<file path="src/rtl/data_demodulate_3x3.sv">
`default_nettype none
// ============================================================================
// Module   : data_demodulate_3x3
// Purpose  : Rebuilds a full IMG_WIDTH x IMG_HEIGHT raster frame from the
//            stream of 3x3-window centre results (one per interior pixel).
//            Border positions, where no 3x3 window exists, are filled with
//            BORDER_VALUE without consuming input. The output stream is
//            tagged with row/column and done_o marks the last pixel.
// Revision : 1.0 - initial release
// ----------------------------------------------------------------------------
// Ports:
//   clk          in   clock, rising edge
//   rst          in   asynchronous active-high reset
//   start_i      in   begin one frame (sampled only in IDLE)
//   data_i       in   filtered interior pixel
//   valid_i      in   data_i valid
//   out_ready_i  in   downstream ready (only with DEMOD_BACKPRESSURE_EN)
//   ready_o      out  data_i accepted this cycle (combinational)
//   data_o       out  raster pixel (registered)
//   valid_o      out  data_o valid (registered)
//   row_o        out  row of data_o
//   col_o        out  column of data_o
//   done_o       out  high with the final pixel (H-1, W-1)
//   busy_o       out  high while a frame is in progress
// Build option:
//   DEMOD_BACKPRESSURE_EN - adds out_ready_i; the output register holds
//                           its beat until the downstream accepts it.
// ============================================================================
module data_demodulate_3x3 #(
  parameter int DATA_WIDTH = 8,
  parameter int IMG_WIDTH  = 640,
  parameter int IMG_HEIGHT = 480,
  parameter logic [DATA_WIDTH-1:0] BORDER_VALUE = '0
) (
  input  logic                          clk,
  input  logic                          rst,
  input  logic                          start_i,
  input  logic [DATA_WIDTH-1:0]         data_i,
  input  logic                          valid_i,
`ifdef DEMOD_BACKPRESSURE_EN
  input  logic                          out_ready_i,
`endif
  output logic                          ready_o,
  output logic [DATA_WIDTH-1:0]         data_o,
  output logic                          valid_o,
  output logic [$clog2(IMG_HEIGHT)-1:0] row_o,
  output logic [$clog2(IMG_WIDTH)-1:0]  col_o,
  output logic                          done_o,
  output logic                          busy_o
);

  localparam int c_ROW_W = $clog2(IMG_HEIGHT);
  localparam int c_COL_W = $clog2(IMG_WIDTH);
  localparam logic [c_ROW_W-1:0] c_LAST_ROW = c_ROW_W'(IMG_HEIGHT - 1);
  localparam logic [c_COL_W-1:0] c_LAST_COL = c_COL_W'(IMG_WIDTH - 1);

  typedef enum logic [0:0] {
    S_IDLE = 1'b0,
    S_RUN  = 1'b1
  } state_t;

  state_t r_state;
  state_t w_next_state;

  // Position of the pixel to be emitted next
  logic [c_ROW_W-1:0] r_row;
  logic [c_COL_W-1:0] r_col;

  // Output register
  logic [DATA_WIDTH-1:0] r_data_o;
  logic                  r_valid_o;
  logic [c_ROW_W-1:0]    r_row_o;
  logic [c_COL_W-1:0]    r_col_o;
  logic                  r_done_o;

  logic w_border;
  logic w_last;
  logic w_out_free;   // output register can take a new beat this cycle
  logic w_final_hold; // last pixel of the frame still waits in the register
  logic w_emit;
  logic w_ready;

  assign w_border = (r_row == '0) || (r_row == c_LAST_ROW) ||
                    (r_col == '0) || (r_col == c_LAST_COL);
  assign w_last   = (r_row == c_LAST_ROW) && (r_col == c_LAST_COL);

`ifdef DEMOD_BACKPRESSURE_EN
  logic w_xfer;
  assign w_xfer       = r_valid_o && out_ready_i;
  assign w_out_free   = !r_valid_o || out_ready_i;
  // After the last pixel is loaded the counters already point at (0,0);
  // emission must stop until that final beat has been taken downstream.
  assign w_final_hold = r_valid_o && r_done_o;
`else
  assign w_out_free   = 1'b1;
  assign w_final_hold = 1'b0;
`endif

  // --------------------------------------------------------------------------
  // State register
  // --------------------------------------------------------------------------
  always_ff @(posedge clk or posedge rst) begin
    if (rst) begin
      r_state <= S_IDLE;
    end else begin
      r_state <= w_next_state;
    end
  end

  // --------------------------------------------------------------------------
  // Next-state and emit/accept decision
  // --------------------------------------------------------------------------
  always_comb begin
    w_next_state = r_state;
    w_emit       = 1'b0;
    w_ready      = 1'b0;
    case (r_state)
      S_IDLE: begin
        if (start_i) begin
          w_next_state = S_RUN;
        end
      end
      S_RUN: begin
        if (w_out_free && !w_final_hold) begin
          // Border pixels are generated locally; interior ones need input.
          w_ready = !w_border;
          w_emit  = w_border || valid_i;
        end
`ifdef DEMOD_BACKPRESSURE_EN
        if (w_xfer && r_done_o) begin
          w_next_state = S_IDLE;
        end
`else
        if (w_emit && w_last) begin
          w_next_state = S_IDLE;
        end
`endif
      end
      default: begin
        w_next_state = S_IDLE;
      end
    endcase
  end

  // --------------------------------------------------------------------------
  // Raster position counters
  // --------------------------------------------------------------------------
  always_ff @(posedge clk or posedge rst) begin
    if (rst) begin
      r_row <= '0;
      r_col <= '0;
    end else if (r_state == S_IDLE) begin
      if (start_i) begin
        r_row <= '0;
        r_col <= '0;
      end
    end else if (w_emit) begin
      if (r_col == c_LAST_COL) begin
        r_col <= '0;
        r_row <= (r_row == c_LAST_ROW) ? '0 : r_row + 1'b1;
      end else begin
        r_col <= r_col + 1'b1;
      end
    end
  end

  // --------------------------------------------------------------------------
  // Output register
  // --------------------------------------------------------------------------
  always_ff @(posedge clk or posedge rst) begin
    if (rst) begin
      r_data_o  <= '0;
      r_valid_o <= 1'b0;
      r_row_o   <= '0;
      r_col_o   <= '0;
      r_done_o  <= 1'b0;
    end else if (w_emit) begin
      r_data_o  <= w_border ? BORDER_VALUE : data_i;
      r_valid_o <= 1'b1;
      r_row_o   <= r_row;
      r_col_o   <= r_col;
      r_done_o  <= w_last;
    end else begin
`ifdef DEMOD_BACKPRESSURE_EN
      // Beat drained without replacement: register becomes empty.
      if (w_xfer) begin
        r_valid_o <= 1'b0;
        r_done_o  <= 1'b0;
      end
`else
      r_valid_o <= 1'b0;
      r_done_o  <= 1'b0;
`endif
    end
  end

  assign ready_o = w_ready;
  assign data_o  = r_data_o;
  assign valid_o = r_valid_o;
  assign row_o   = r_row_o;
  assign col_o   = r_col_o;
  assign done_o  = r_done_o;
  assign busy_o  = (r_state == S_RUN);

endmodule
`default_nettype wire

</file>
<file path="config.mk">
export PLATFORM = sky130hd
export DESIGN_NAME = data_demodulate_3x3
export DESIGN_NICKNAME = d
export VERILOG_FILES = /design/src/rtl/data_demodulate_3x3.sv
export SDC_FILE = /design/constraint.sdc
export NUM_CORES = 1
export LEC_CHECK = 0
export CAP_MARGIN = 20
export CORE_MARGIN = 5
export CORE_UTILIZATION = 45
export CTS_CLUSTER_DIAMETER = 200
export DETAILED_ROUTE_END_ITERATION = 7
export PLACE_DENSITY = 0.78
export SLEW_MARGIN = 25
export SYNTH_ARGS = -nofsm -noshare
export SYNTH_HDL_FRONTEND = slang
export SYNTH_SLANG_ARGS = --single-unit
</file>
<file path="constraint.sdc">
create_clock -name clk -period 2.75 [get_ports clk]
set_input_delay 0.4125 -clock clk [delete_from_list [all_inputs] [get_ports clk]]
set_output_delay 0.4125 -clock clk [all_outputs]
set_load 0.02 [all_outputs]
</file>
==> metrics.md <==
| Metric | Value |
|---|---|
| Layout cells sized above 1 | 11.5% |
| Die height | 81.0 µm |
| Crit-path max FO | 5 |
| Post-Syn Nets | 218 |
| Peak supply drop | 308 µV |
| Clk buf depth | 2 |
| Count of flip-flops with a built-in enable after synthesis | 0 |
| DR WL/cell | 15.0 µm |
| Levels on crit path | 6 |
| Worst Clk Skew | 5.76 ps |
| Initial core utilization | 47.1% |
| Nets | 268 |
| TritonCTS Buffers | 5 |
| Root Buffer | clkbuf_8 |
| Max-Cap Viols | 0 |
| Vias in the first global route | 1,717 |
| Final Max Tran Viols | 0 |
| Antenna Nets Post-Route | 0 |
| CP max stage cell | or4b_4 |
| Cells along the critical path | inv_1, ha_1, or4b_4, nor4_4, nor4_1, dlygate4sd2_1 |
| DP HPWL | 3570 µm |
| Vias | 1,760 |
| Fmax | 387 MHz |
| HP Class | primary input to asynchronous set/reset pin |
| Clock slew at reported path FFs | 90 ps |
| Rows | 25 |
| Commonest non-fill, non-tap cell in the layout | dfrtp_1 |
| Final setup fails | 0 |
| DRC viols | 0 |
| Diode count | 0 |
| Largest net degree at the start of global routing | 32 |
| Cell family with most CP delay | simple AND/OR/NAND/NOR gates |
| CP Launch Type | flip-flop |
| GRT Resource Usage Total | 16.5% |
| Area grow syn2layout | 27.6% |
| Filler Cells Inserted | 422 |
| WP data required | 2340 ps |
| First-pass GRT wire length | 8340 µm |
| Core Region | 0.00482 mm² |
| Period utilisation layout | 94.1% |
| Syn_area_per_cell | 11.2 µm² |
| Async SR Flop Fraction | 100% |
| Postcts setup bufs | 0 |
| CTS sink cnt | 49 |
| Final min period | 2590 ps |
| DRT iter0 DRCs | 147 |
| Yosys cell types | 41 |
| CTS tree | yes |
| Crit path DAT | 2170 ps |
| Worst Setup Path Type | flip-flop to output port |
| Final setup TNS | 0 ps |
| Worst Path Buf+Inv | 2 |
| Htree depth | 2 |
| Post-Synthesis Cells | 202 |
| Reg2Reg Depth | 9 |
| Sequential share of the synthesized area | 54.0% |
| Top-level port count | 43 |
| Buffers on Ports | 42 |
| RSZ-0062 raised after global routing | false |
| #FFs+latches synth | 49 |
| Final WL | 4790 µm |
| Hold Fails Final Rpt | 0 |
| PwrDens | 638 mW/mm² |
| Most frequent cells in the layout | dfrtp_1 (49), clkdlybuf4s50_1 (41), nand2_1 (17), o21ai_0 (15), inv_1 (12) |
| Die area | 0.00657 mm² |
| Least-Margin Pin Slew | 657 ps |
| Outcome | complete, no violations |
| Initial antenna violation count | 0 |
| Hold Buf Count CTS | 0 |
| Yosys warnings | 0 |
| Synth Cell Area | 0.00227 mm² |
| Relative slew slack | 55.8% |
| Most used DFF post-synth | dfrtp_1 |
| Vias per cell | 5.50 |
| Post-cts sizing count | 1 |
| Grt total ovfl | 0 |
| Die Width | 81.0 µm |
| TritonRoute pass-1 iters | 5 |
| Critical Path End Type | output port |
| Clock Latency Late Sink | 300 ps |
| Static leakage | 1.19 nW |
| Slowest stage delay, CP | 460 ps |
| Layout Utilization | 60.2% |
| Routability Congestion | 0.869 |
[final cells by class]
| class | count | area (µm²) | share of cell area, % |
|---|---|---|---|
| tap | 67 | 83.8 | 2.89 |
| timing repair buffer | 50 | 492 | 17.0 |
| clock inverter | 3 | 21.3 | 0.734 |
| clock buffer | 5 | 68.8 | 2.37 |
| multi-input combinational | 133 | 957 | 33.0 |
| sequential | 49 | 1230 | 42.3 |
| inverter | 13 | 48.8 | 1.68 |
[registers in the layout, indices dropped and copies added (netlist names)]
signal,flops
data_o,8
valid_o,1
col_o,10
r_col,10
busy_o,1
r_row,9
row_o,9
done_o,1
[worst reg2reg max path, stage by stage, from the launching register on]
cell,delay (ps)
dfrtp_1,430
inv_1,110
ha_1,150
or4b_4,460
nor4_4,250
buf_4,170
o41ai_4,100
buf_12,190
o311ai_1,260
o41ai_1,110
[final timing paths]
check / start / endpoint / slack [ps]
max reg2reg: r_col[0]$_DFFE_PP0P_ / r_col[8]$_DFFE_PP0P_ / 400
min reg2reg: col_o[8]$_DFFE_PP0P_ / col_o[8]$_DFFE_PP0P_ / 490
min: rst / data_o[6]$_DFFE_PP0P_ / 450
max: r_col[0]$_DFFE_PP0P_ / ready_o / 160
min in group clk: col_o[8]$_DFFE_PP0P_ / col_o[8]$_DFFE_PP0P_ / 490
max in group asynchronous: rst / col_o[5]$_DFFE_PP0P_ / 1710
[per-stage QoR]
stage               total power, mW  cells  instance area [µm²]  worst slack [ps]  hold slack [ps]
floorplan                      1.22    202                 2270               377              487
global placement               1.43    312                 2810               314              473
detailed placement             1.45    312                 2810               262              478
CTS                            1.87    320                 2900               145              458
global route                   1.96    320                 2900              37.6              488
finish                         1.85    320                 2900               164              447
[layer usage]
metal  part of all wire, %  up-vias  global-route usage [%]
li1                      -      850                       -
met1                    46      861                    22.7
met2                    48       44                    25.0
met3                   5.3        5                    3.88
met4                   1.3        0                    6.59
met5                     0        -                       0
[power by group]
part           switching (mW)  internal, mW  leakage [nW]
Sequential              0.113         0.838         0.579
Clock                   0.243         0.181        0.0445
Combinational           0.238         0.237         0.565
[synthesized netlist by cell type (2+ instances only)]
master	number	area (µm²)
dfrtp_1	49	1230
a31oi_1	2	12.5
mux2_2	3	33.8
mux2_1	10	113
inv_1	13	48.8
o31ai_1	7	52.6
o21ai_0	15	75.1
o41ai_2	2	32.5
ha_1	4	50.1
or4_1	3	22.5
or3_1	4	25.0
nor2_1	11	41.3
a21oi_1	4	20.0
a22o_1	8	70.1
clkbuf_1	4	15.0
o211ai_1	3	22.5
o22ai_1	2	12.5
nand2_1	17	63.8
nor4_1	4	25.0
o21ai_1	3	15.0
or3_4	2	22.5
nand3_1	9	45.0
nand4_1	5	31.3
[logic make-up after synthesis]
logic type	count (synthesis)	synth area share (%)
xor gates and xnor gates	1	0.386
buffers and inverters	20	3.86
and+or+nand+nor	63	16.3
AOI/OAI and AO/OA	52	16.8
adders and majority gates	4	2.20
muxes	13	6.45
DFF	49	54.0
(Power assumes the default switching activity.)
